## src/rtl/blink_led_caller_pkg.sv

```systemverilog
// Shared types for the blink-LED method caller: FSM state encoding and error codes.
package blink_led_caller_pkg;

  typedef enum logic [1:0] {
    IDLE       = 2'd0,
    WAIT_READY = 2'd1,
    REQ        = 2'd2,
    RUN        = 2'd3
  } state_t;

  localparam logic [1:0] ERR_NONE     = 2'd0;
  localparam logic [1:0] ERR_READY_TO = 2'd1;
  localparam logic [1:0] ERR_ACK_TO   = 2'd2;
  localparam logic [1:0] ERR_ABORT    = 2'd3;

endpackage

```

## src/rtl/blink_led_caller_meter.sv

```systemverilog
// Measures high/low run lengths of the core's LED output with saturating counters.
module led_period_meter
  import blink_led_caller_pkg::*;
#(
  parameter int CNT_W = 32
) (
  input  logic             clk,
  input  logic             reset,
  input  logic             led_obs,
  output logic [CNT_W-1:0] high_cycles,
  output logic [CNT_W-1:0] low_cycles,
  output logic             period_strobe
);

  logic             led_d;
  logic             seen_fall;
  logic [CNT_W-1:0] count;
  logic             lvl_chg;
  logic             rise;
  logic             fall;

  assign lvl_chg = led_obs != led_d;
  assign rise    = led_obs & ~led_d;
  assign fall    = ~led_obs & led_d;

  // count holds the length of the level that just ended when an edge is seen
  always_ff @(posedge clk) begin
    if (reset) begin
      led_d         <= 1'b0;
      seen_fall     <= 1'b0;
      count         <= '0;
      high_cycles   <= '0;
      low_cycles    <= '0;
      period_strobe <= 1'b0;
    end else begin
      led_d         <= led_obs;
      period_strobe <= 1'b0;
      if (lvl_chg)
        count <= CNT_W'(1);
      else if (count != '1)
        count <= count + CNT_W'(1);
      if (fall) begin
        high_cycles <= count;
        seen_fall   <= 1'b1;
      end
      if (rise && seen_fall) begin
        low_cycles    <= count;
        period_strobe <= 1'b1;
      end
    end
  end

endmodule

```

## src/rtl/blink_led_caller.sv

```systemverilog
// Initiator for the blink-LED core's method-call and field-write interfaces,
// with a watchdog on each handshake phase and an LED period monitor.
module blink_led_caller
  import blink_led_caller_pkg::*;
#(
  parameter int TIMEOUT_CYCLES     = 1024,
  parameter int RUN_TIMEOUT_CYCLES = 0,
  parameter int CNT_W              = 32
) (
  input  logic             clk,
  input  logic             reset,
  input  logic             start,
  input  logic             abort,
  output logic             run_req,
  input  logic             run_busy,
  output logic             call_busy,
  output logic             call_done,
  output logic             call_err,
  output logic [1:0]       err_code,
  input  logic             led_set,
  input  logic             led_val,
  output logic             led_in,
  output logic             led_we,
  input  logic             led_obs,
  output logic [CNT_W-1:0] high_cycles,
  output logic [CNT_W-1:0] low_cycles,
  output logic             period_strobe
);

  localparam logic [31:0] TO_LIM     = 32'(TIMEOUT_CYCLES);
  localparam logic [31:0] RUN_TO_LIM = 32'(RUN_TIMEOUT_CYCLES);

  state_t      state, state_nx;
  logic [31:0] tcnt, tcnt_nx, tcnt_inc;
  logic        run_req_nx, call_busy_nx, call_done_nx, call_err_nx;
  logic [1:0]  err_code_nx;
  logic        fail;
  logic [1:0]  fail_code;

  assign tcnt_inc = tcnt + 32'd1;

  always_ff @(posedge clk) begin
    if (reset) begin
      state     <= IDLE;
      tcnt      <= '0;
      run_req   <= 1'b0;
      call_busy <= 1'b0;
      call_done <= 1'b0;
      call_err  <= 1'b0;
      err_code  <= ERR_NONE;
    end else begin
      state     <= state_nx;
      tcnt      <= tcnt_nx;
      run_req   <= run_req_nx;
      call_busy <= call_busy_nx;
      call_done <= call_done_nx;
      call_err  <= call_err_nx;
      err_code  <= err_code_nx;
    end
  end

  // A timeout fires on the edge that would make the in-state count reach the limit,
  // so the FSM spends exactly that many cycles in the state.
  always_comb begin
    state_nx     = state;
    tcnt_nx      = (state == IDLE) ? 32'd0 : tcnt_inc;
    run_req_nx   = run_req;
    call_busy_nx = call_busy;
    call_done_nx = 1'b0;
    call_err_nx  = 1'b0;
    err_code_nx  = err_code;
    fail         = 1'b0;
    fail_code    = ERR_NONE;

    unique case (state)
      IDLE: begin
        if (start) begin
          state_nx     = WAIT_READY;
          call_busy_nx = 1'b1;
          err_code_nx  = ERR_NONE;
          tcnt_nx      = '0;
        end
      end
      WAIT_READY: begin
        if (!run_busy) begin
          state_nx   = REQ;
          run_req_nx = 1'b1;
          tcnt_nx    = '0;
        end else if (tcnt_inc == TO_LIM) begin
          fail      = 1'b1;
          fail_code = ERR_READY_TO;
        end
      end
      REQ: begin
        if (run_busy) begin
          state_nx   = RUN;
          run_req_nx = 1'b0;
          tcnt_nx    = '0;
        end else if (tcnt_inc == TO_LIM) begin
          fail      = 1'b1;
          fail_code = ERR_ACK_TO;
        end
      end
      RUN: begin
        if (!run_busy) begin
          state_nx     = IDLE;
          call_busy_nx = 1'b0;
          call_done_nx = 1'b1;
          tcnt_nx      = '0;
        end else if (RUN_TO_LIM != 32'd0 && tcnt_inc == RUN_TO_LIM) begin
          fail      = 1'b1;
          fail_code = ERR_ACK_TO;
        end
      end
      default: state_nx = IDLE;
    endcase

    // Abort overrides completion and timeout decided above.
    if (abort && state != IDLE) begin
      fail      = 1'b1;
      fail_code = ERR_ABORT;
    end

    if (fail) begin
      state_nx     = IDLE;
      tcnt_nx      = '0;
      run_req_nx   = 1'b0;
      call_busy_nx = 1'b0;
      call_done_nx = 1'b0;
      call_err_nx  = 1'b1;
      err_code_nx  = fail_code;
    end
  end

  always_ff @(posedge clk) begin
    if (reset) begin
      led_we <= 1'b0;
      led_in <= 1'b0;
    end else begin
      led_we <= led_set;
      if (led_set)
        led_in <= led_val;
    end
  end

  led_period_meter #(.CNT_W(CNT_W)) u_meter (
    .clk           (clk),
    .reset         (reset),
    .led_obs       (led_obs),
    .high_cycles   (high_cycles),
    .low_cycles    (low_cycles),
    .period_strobe (period_strobe)
  );

endmodule

```

## config.mk

```make
export PLATFORM = sky130hd
export DESIGN_NAME = blink_led_caller
export DESIGN_NICKNAME = d
export VERILOG_FILES = /design/src/rtl/blink_led_caller_pkg.sv /design/src/rtl/blink_led_caller_meter.sv /design/src/rtl/blink_led_caller.sv
export SDC_FILE = /design/constraint.sdc
export NUM_CORES = 1
export LEC_CHECK = 0
export ABC_AREA = 0
export CORE_MARGIN = 3
export CORE_UTILIZATION = 50
export DETAILED_ROUTE_END_ITERATION = 7
export PLACE_DENSITY_LB_ADDON = 0.2
export SYNTH_ARGS = -nofsm -noshare
export SYNTH_HDL_FRONTEND = slang
export SYNTH_HIERARCHICAL = 1
export SYNTH_SLANG_ARGS = --single-unit
export TNS_END_PERCENT = 30
```

## constraint.sdc

```tcl
create_clock -name clk -period 3.2 [get_ports clk]
set_clock_uncertainty 0.2 [all_clocks]
set_input_delay 0.32 -clock clk [delete_from_list [all_inputs] [get_ports clk]]
set_output_delay 0.32 -clock clk [all_outputs]
set_load 0.02 [all_outputs]
```

==> results of run 1 <==
[registers in the layout (all words and copies together), names as in the netlist]
| signal | cells |
|---|---|
| call_busy | 1 |
| call_done | 1 |
| call_err | 1 |
| err_code | 2 |
| led_in | 1 |
| led_we | 1 |
| run_req | 1 |
| state | 2 |
| tcnt | 32 |
| u_meter/count | 32 |
| u_meter/high_cycles | 32 |
| u_meter/led_d | 1 |
| u_meter/low_cycles | 32 |
| u_meter/period_strobe | 1 |
| u_meter/seen_fall | 1 |
[power by group]
group          switching [W]  internal (W)
Combinational       0.000164      0.000108
Sequential         0.0000257       0.00179
Clock               0.000700       0.00124
Total               0.000889       0.00314
[per-layer routing]
metal	routed length, um	part of all wire	global-route usage	up-vias
met5	0	0	0	-
met3	1110	0.071	0.0579	19
met4	256	0.016	0.0746	0
met1	7270	0.46	0.308	2631
met2	7070	0.45	0.343	202
li1	-	-	-	2775
[metrics by stage]
step,cells,power (W),setup slack (ps)
6_report,997,0.00403,132
5_1_grt,997,0.00416,9.88
4_1_cts,996,0.00405,37.2
3_5_place_dp,965,0.00211,6.86
3_3_place_gp,965,0.00210,140
2_1_floorplan,746,0.00202,157
[final cells by class]
cell class / instances / area [sq um]
Clock buffer: 25 / 505
Clock inverter: 6 / 82.6
Fill cell: 1067 / 4250
Inverter: 11 / 41.3
Multi-Input combinational cell: 546 / 3320
Sequential cell: 141 / 2830
Tap cell: 168 / 210
Timing Repair Buffer: 100 / 971
[worst max-delay path, stage by stage (launching register included)]
cell and delay [ps]:
dfxtp_2 400, ha_4 180, nand4_4 120, or4_4 510, or4b_1 530, o311ai_1 110
and4_1 290, and3_1 160, and3_1 200, buf_4 170, nor4_1 60
[placed cells by master, fill, tap and decap left out, types with 6 or more instances in the layout]
| cell | Yosys | routed |
|---|---|---|
| mux2i_1 | 37 | 37 |
| dfxtp_2 | 0 | 6 |
| o31ai_1 | 9 | 8 |
| clkdlybuf4s50_1 | 0 | 79 |
| a31oi_1 | 9 | 9 |
| o211ai_1 | 6 | 6 |
| nand3_1 | 27 | 27 |
| nor3_1 | 18 | 18 |
| o21ai_0 | 13 | 13 |
| a21oi_1 | 57 | 57 |
| or3_1 | 10 | 10 |
| inv_1 | 11 | 11 |
| clkbuf_16 | 0 | 17 |
| nor4_1 | 11 | 8 |
| and3_1 | 12 | 12 |
| or2_2 | 6 | 6 |
| dfxtp_1 | 141 | 135 |
| and4_1 | 8 | 8 |
| xnor2_1 | 22 | 22 |
| or4_1 | 14 | 12 |
| nor2_1 | 96 | 96 |
| nand2_1 | 94 | 94 |
| ha_1 | 9 | 7 |
| nand4_1 | 24 | 24 |
| xor2_1 | 18 | 18 |
| buf_4 | 2 | 18 |
[kinds of logic (layout without fill, tap and decap cells)]
family	count (synthesis)	after routing	share of synthesized area
buffers and inverters	59	142	0.0454
DFF	141	141	0.444
and+or+nand+nor	349	349	0.276
xor gates and xnor gates	40	40	0.0551
adders and majority gates	9	9	0.0177
AOI/OAI and AO/OA	110	110	0.103
muxes	38	38	0.0600
[worst paths after layout]
path	start	to	slack [ps]	cells after the start
max reg2reg	tcnt[0]	call_done	130	10
min	reset	led_in	200	2
max	tcnt[0]	call_done	130	10
min reg2reg	u_meter/low_cycles[23]	u_meter/low_cycles[23]	250	2
[timing repair]
item	CTS	global route
setup buffers	0	1
endpoints found under the setup margin	6	11
pin swaps	1	2
gates resized for setup	6	12
endpoints found under the hold margin	0	0
==> key figures, run 1 <==
Layout
  • Final core occ: 0.652
  • Layout cells sized above 1: 0.100
  • Area Overhead vs Synth: 25.1%
  • Fin nets: 834
  • Post-route cell area: 7960 sq um
  • N_diodes: 0

Synth
  • Seq cells post-synth: 141
  • EDFF count, synth: 0
  • Cells after synthesis: 746
  • Mapped Avg Cell Area: 8.53 sq um
  • Synth Net Count: 763
  • Post-synthesis cell type count: 57
  • Top_reg_cell synth: dfxtp_1
  • Register area share after synthesis: 0.444
  • Synth Warn #: 6
  • Largest area contributor in the netlist: dfxtp_1
  • Top cell type's share of synthesized area: 0.444
  • Async set or reset register ratio after synthesis: 0
  • Count leader, synth: dfxtp_1
  • Post-Syn Area: 6360 sq um
  • Synth cell count leaders: 141 x dfxtp_1, 96 x nor2_1, 94 x nand2_1
  • Largest cells by area after synthesis: dfxtp_1 44%, mux2i_1 5.8%, nor2_1 5.7%, nand2_1 5.5%, a21oi_1 4.5%

Timing
  • Setup TNS: 0 ps
  • Final worst path period share: 0.959
  • Final Hold Vio Count: 0
  • Slew @ Worst Pin: 688 ps
  • Fin Hold WS: 196 ps
  • RSZ-0062 raised after global routing: false
  • Max Fclk: 0.326 GHz
  • Final Max Slew Viols: 0
  • Finish-stage setup viols: 0
  • Final critical-path required period: 3070 ps
  • Relative slew slack: 0.541

Floorplanning
  • Io pins: 81
  • Core Rows: 40
  • Core footprint: 12200 sq um
  • Die width: 119 um
  • Initial core utilization: 0.521
  • Die area: 14100 sq um
  • Die Span Y: 119 um

Route
  • Post-route ant nets: 0
  • Via density: 5.64
  • Drt total wl: 15700 um
  • Router iterations before antenna repair: 5
  • Routed len/inst: 15.8 um
  • Vias: 5627
  • DRC: 0
  • Iteration-0 DRC Markers: 480

Clock tree
  • Hold_buf cts: 0
  • Clock buffer depth: 2
  • H-tree lvl count: 4
  • CTS tree: built
  • Clk pin slew, worst setup/hold paths: 60 ps
  • Sink Count: 141
  • Skew-Pair Late Insertion Delay: 420 ps
  • Root Driver: clkbuf_16
  • CTS Buf Count: 17

Global routing
  • Global-route wire length before repair: 26000 um
  • Global route overflow: 0
  • Vias in the first global route: 5271
  • Initial antenna violation count: 0
  • Gr usage total: 0.224
  • Largest net degree at the start of global routing: 34

Placement
  • DP HPWL: 10900 um
  • Port buffer count: 80
  • Placed inst area: 7290 sq um
  • Gp weighted congestion: 0.935

Outcome
  • Outcome: completed

Power
  • Peak supply drop: 346 uV
  • Leak: 2.61 nW
  • Cell Pwr Density: 506 nW/um^2

Setup path
  • Worst-path fanout max: 6
  • WP data arrival: 3140 ps
  • Worst setup path class: reg2reg
  • CP Launch Type: register
  • CP Data Required Time: 3280 ps
  • Crit end category: register

Min path
  • Min-Delay Path Class: in2reg

Job
  • Max cap viols: 0
No activity file was read; power rests on OpenSTA's default activity.
==> run 2: changes to the inputs <==
- REMOVE_ABC_BUFFERS: not set -> 1
- SKIP_CTS_REPAIR_TIMING: not set -> 1
==> run 2 against run 1 <==
Compared with the run above:
- clock power rose by 8%
- critical path depth decreased by 3
- non-clock buffer count down 1
- global-route usage fell by 0.081 points
- register-to-register slack improved by 50 ps
- highest routed layer unchanged
==> key figures, run 2 (same netlist as run 1, synthesis figures left out) <==
Route
  • Routed len/inst: 15.3 um
  • Max layer used: met4
  • Met1 Wirelength: 6870 um
  • Met2 wire length: 7260 um
  • Router iterations before antenna repair: 5
  • Iteration-0 DRC Markers: 371
  • Post-route ant nets: 0
  • Drt total wl: 15200 um
  • DRC: 0
  • WL met3: 675 um
  • Vias: 5608
  • Via density: 5.64

Clock tree
  • CTS Buf Count: 17
  • Clock buffer depth: 2
  • CTS tree: built
  • Root Driver: clkbuf_16
  • Skew-Pair Late Insertion Delay: 420 ps
  • H-tree lvl count: 4
  • Clk pin slew, worst setup/hold paths: 60 ps
  • Sink Count: 141

Setup path
  • Worst-path fanout max: 9
  • R2r setup slk: 190 ps
  • WP data arrival: 3120 ps
  • Worst R2R Path Depth: 7
  • CP Launch Type: register
  • Crit path to: call_done
  • CP Launch Point: tcnt[6]
  • Crit end category: register
  • CP Data Required Time: 3310 ps
  • Critical R2R Capture: call_done
  • Worst setup path class: reg2reg
  • Reg2reg start: tcnt[6]

Global routing
  • Largest net degree at the start of global routing: 62
  • Vias in the first global route: 5432
  • Initial antenna violation count: 0
  • Global-route wire length before repair: 26100 um
  • Gr usage total: 0.223
  • Global route overflow: 0

Power
  • Peak supply drop: 348 uV
  • Comb power frac: 0.065
  • Psw: 0.000904 W
  • Leak: 2.61 nW
  • Clk network pwr share: 0.500
  • Pint: 0.00327 W
  • Flop pwr share: 0.434
  • Cell Pwr Density: 527 nW/um^2
  • Sw frac: 0.217
  • Final Power: 0.00417 W

Layout
  • Fin nets: 833
  • Storage cell area: 2820 sq um
  • Filler cell count: 1077
  • N_diodes: 0
  • Commonest non-fill, non-tap cell in the layout: dfxtp_1
  • Layout cells sized above 1: 0.0859
  • Commonest cells after routing, fill and taps aside: 141 x dfxtp_1, 96 x nor2_1, 94 x nand2_1, 79 x clkdlybuf4s50_1, 57 x a21oi_1
  • Area of the multi-input gates: 3270 sq um
  • Final std cells w/o fill: 995
  • Area Overhead vs Synth: 24.5%

Floorplanning
  • Core Rows: 40
  • Initial core utilization: 0.521
  • Core footprint: 12200 sq um
  • Io pins: 81
  • Die width: 119 um
  • Die Span Y: 119 um
  • Die area: 14100 sq um

Placement
  • Gp weighted congestion: 0.896
  • Port buffer count: 80
  • Placed insts: 965
  • DP HPWL: 10500 um

Outcome
  • Outcome: completed

Timing
  • Relative slew slack: 0.483
  • Final critical-path required period: 3010 ps
  • Max Fclk: 0.332 GHz
  • Slew @ Worst Pin: 770 ps
  • Final Hold Vio Count: 0
  • Final worst path period share: 0.942
  • Final Max Slew Viols: 0
  • Finish-stage setup viols: 0

Job
  • Max cap viols: 0

Min path
  • Min-Delay Path Class: in2reg
-- run 2: area by class of cell --
class                           instances  share of cell area
Tap cell                              168              0.0265
Timing Repair Buffer                   99               0.120
Sequential cell                       141               0.356
Clock inverter                          7              0.0171
Clock buffer                           23              0.0616
Multi-Input combinational cell        546               0.413
Inverter                               11             0.00521
-- run 2: worst min-delay path by stage --
stage	startpoint	endpoint	slack [ps]	cells past startpoint
final	reset	u_meter/led_d	90	2
after global routing	reset	u_meter/seen_fall	120	2
after CTS	reset	u_meter/led_d	80	2
after detailed placement	u_meter/low_cycles[31]	u_meter/low_cycles[31]	250	2
after global placement	u_meter/low_cycles[16]	u_meter/low_cycles[16]	240	2
after floorplan	reset	u_meter/led_d	190	1
-- run 2: power groups by stage --
stage / clock, W / combinational, W / sequential (W)
after floorplan: 0 / 0.000134 / 0.00186
after global placement: 0 / 0.000262 / 0.00185
after detailed placement: 0 / 0.000269 / 0.00185
after CTS: 0.00211 / 0.000270 / 0.00181
after global routing: 0.00219 / 0.000298 / 0.00181
final: 0.00209 / 0.000273 / 0.00181
-- run 2: per-stage QoR --
step / TNS [ps] / setup WS, ps / area, sq um / hold slack [ps] / utilization
after floorplan: 0 / 111 / 6120 / 187 / -
after global placement: 0 / 113 / 7280 / 241 / 0.596
after detailed placement: -174 / -30.8 / 7280 / 246 / 0.596
after CTS: -444 / -80.1 / 7900 / 76.8 / 0.647
after global routing: -3.51 / -2.05 / 7920 / 123 / 0.649
final: 0 / 187 / 7920 / 90.6 / 0.649
-- run 2: worst max-delay path: stages (launching register included) --
cell and delay [ps]:
dfxtp_1 450, nand3_2 190, or4_1 670, or4_1 560, o311ai_0 160, nor4_2 110, and3_4 240, nor4_1 310
-- run 2: layer usage --
layer	track usage	up-vias
li1	-	2774
met1	0.287	2651
met2	0.366	145
met3	0.0465	38
met4	0.0912	0
met5	0	-
==> RTL edit, RTL diff (config.mk and constraints of run 2) <==
`CNT_W` is set to 32 in 2 places; all go to 48.
--- a/src/rtl/blink_led_caller_meter.sv
+++ b/src/rtl/blink_led_caller_meter.sv
@@ -4,3 +4,3 @@
 #(
-  parameter int CNT_W = 32
+  parameter int CNT_W = 48
 ) (
--- a/src/rtl/blink_led_caller.sv
+++ b/src/rtl/blink_led_caller.sv
@@ -7,3 +7,3 @@
   parameter int RUN_TIMEOUT_CYCLES = 0,
-  parameter int CNT_W              = 32
+  parameter int CNT_W              = 48
 ) (
Ports: changed (resized high_cycles and low_cycles); port bits go from 81 to 113. No check against the original RTL was run, so the function may have changed too.
==> RTL edit against run 2 <==
Sequential cell count rose by 48. First-iteration DRC count rose by 32%. Cell area rose by 31%. Via count rose by 33%. Wire length rose by 37%. Synthesized area rose by 33%. Worst setup slack got worse by 0.10 ns. Total power rose by 15%. Worst hold slack improved by 0.051 ns.
==> RTL edit: results (changes against run 2) <==
The worst path arrival time is 3.25 ns (+0.13 ns). The flow ran to the end, and the final reports show no timing, DRC or antenna violations. The global placement routability congestion is 0.943 (+5.2%). The number of cells traversed by the worst register-to-register path came to 11 (+4). The number of fillers in the final layout came out at 1,431 (+33%). The number of buffer cells added on primary ports came to 112 (+40%).

The maximum ir drop on the vdd rail came out at 0.374 mV (+7.7%). The via count is 7,465 (+33%). The fraction of met1 tracks used by global routing was 0.313 (+0.0260).

The path with the worst hold slack has its endpoint at u_meter/high_cycles[26]. The commonest cells after synthesis are dfxtp_1, nand2_1, nor2_1. The number of DRC violations after detailed-routing iteration 0 came out at 491 (+32%).

The share of cells above drive strength 1 came to 0.0892 (+0.00332). The final net count is 1,103 (+32%). The total length of routed met2 wires is 9.35 mm (+29%). The maximum fanout along the worst path came out at 6 (-3). The leakage component of the power is 3.28 nW (+26%). The detailed-route wire length on metal 1 is 9.96 mm (+45%). The detailed-routed wire length on met3 is 1.06 mm (+57%). The relative slew slack is 0.535 (+0.0522). The post-detailed-placement half-perimeter wirelength came to 14.1 mm (+34%).

Sorting the synthesized cells by area gives the leading types as dfxtp_1, mux2i_1, nand2_1, a21oi_1, nor2_1. The instance area at placement is 9720 um2 (+33%). The slowest stage of the critical path belongs to the cell or4_4. The flop-to-flop setup slack came out at 0.08 ns (-0.10 ns). The total wire length after detailed routing came out at 20.7 mm (+37%). The post-route worst hold slack was 0.142 ns (+0.0513 ns).

The sequential-to-total area share from yosys stat came to 0.449 (+0.00496). The number of global-route vias before repair was 6,759 (+24%). The global-route wire length before repair came out at 33.7 mm (+29%).

The delay of the slowest cell on the worst path came to 0.55 ns (-0.12 ns). The count of different cell masters after synthesis is 60 (+5.3%).
==> RTL edit: cell types whose count changed in the layout (fill, tap and decap cells not counted), moves of 12 or more <==
cell,delta
nand2_1,+42
a21oi_1,+40
dfxtp_1,+40
clkdlybuf4s50_1,+32
or3_1,+17
mux2i_1,+16
nand4_1,+13
o21ai_0,+12
==> RTL edit: worst max-delay path by stage <==
stage	start	to	slack, ns	depth (start not counted)
after floorplan	tcnt[0]	tcnt[1]	0.11	9
after global placement	tcnt[1]	call_busy	0.25	11
after detailed placement	tcnt[1]	run_req	0.15	11
after CTS	tcnt[1]	call_done	0.08	11
after global routing	tcnt[0]	call_busy	-0.03	11
final	tcnt[0]	call_done	0.08	11
==> RTL edit: layout make-up <==
type	instances	area share
Sequential cell	189	0.366
Clock inverter	11	0.0100
Timing Repair Buffer	141	0.133
Clock buffer	21	0.0463
Tap cell	216	0.0261
Inverter	14	0.00507
Multi-Input combinational cell	723	0.414
==> RTL edit: through the flow <==
stage               utilization  worst slack (ns)  std cells  power [W]
floorplan                     -             0.111        926    0.00262
global placement          0.601             0.247       1281    0.00275
detailed placement        0.601             0.153       1281    0.00275
CTS                       0.637            0.0806       1313    0.00482
global route              0.641           -0.0333       1315    0.00496
finish                    0.641            0.0825       1315    0.00479
==> RTL edit: power breakdown <==
group	total [W]	switching, W	internal, W
sequential	0.00241	0.0000267	0.00238
clock	0.00208	0.000917	0.00116
combinational	0.000299	0.000185	0.000115
==> RTL edit: cells by family (layout without fill, tap and decap cells) <==
group,after synthesis,after routing,share of synthesized area
AOI/OAI and AO/OA,172,172,0.118
adders and majority gates,9,9,0.0133
muxes,54,54,0.0642
and+or+nand+nor,458,458,0.276
DFF,189,189,0.449
xor gates and xnor gates,30,30,0.0311
buffers and inverters,85,187,0.0494
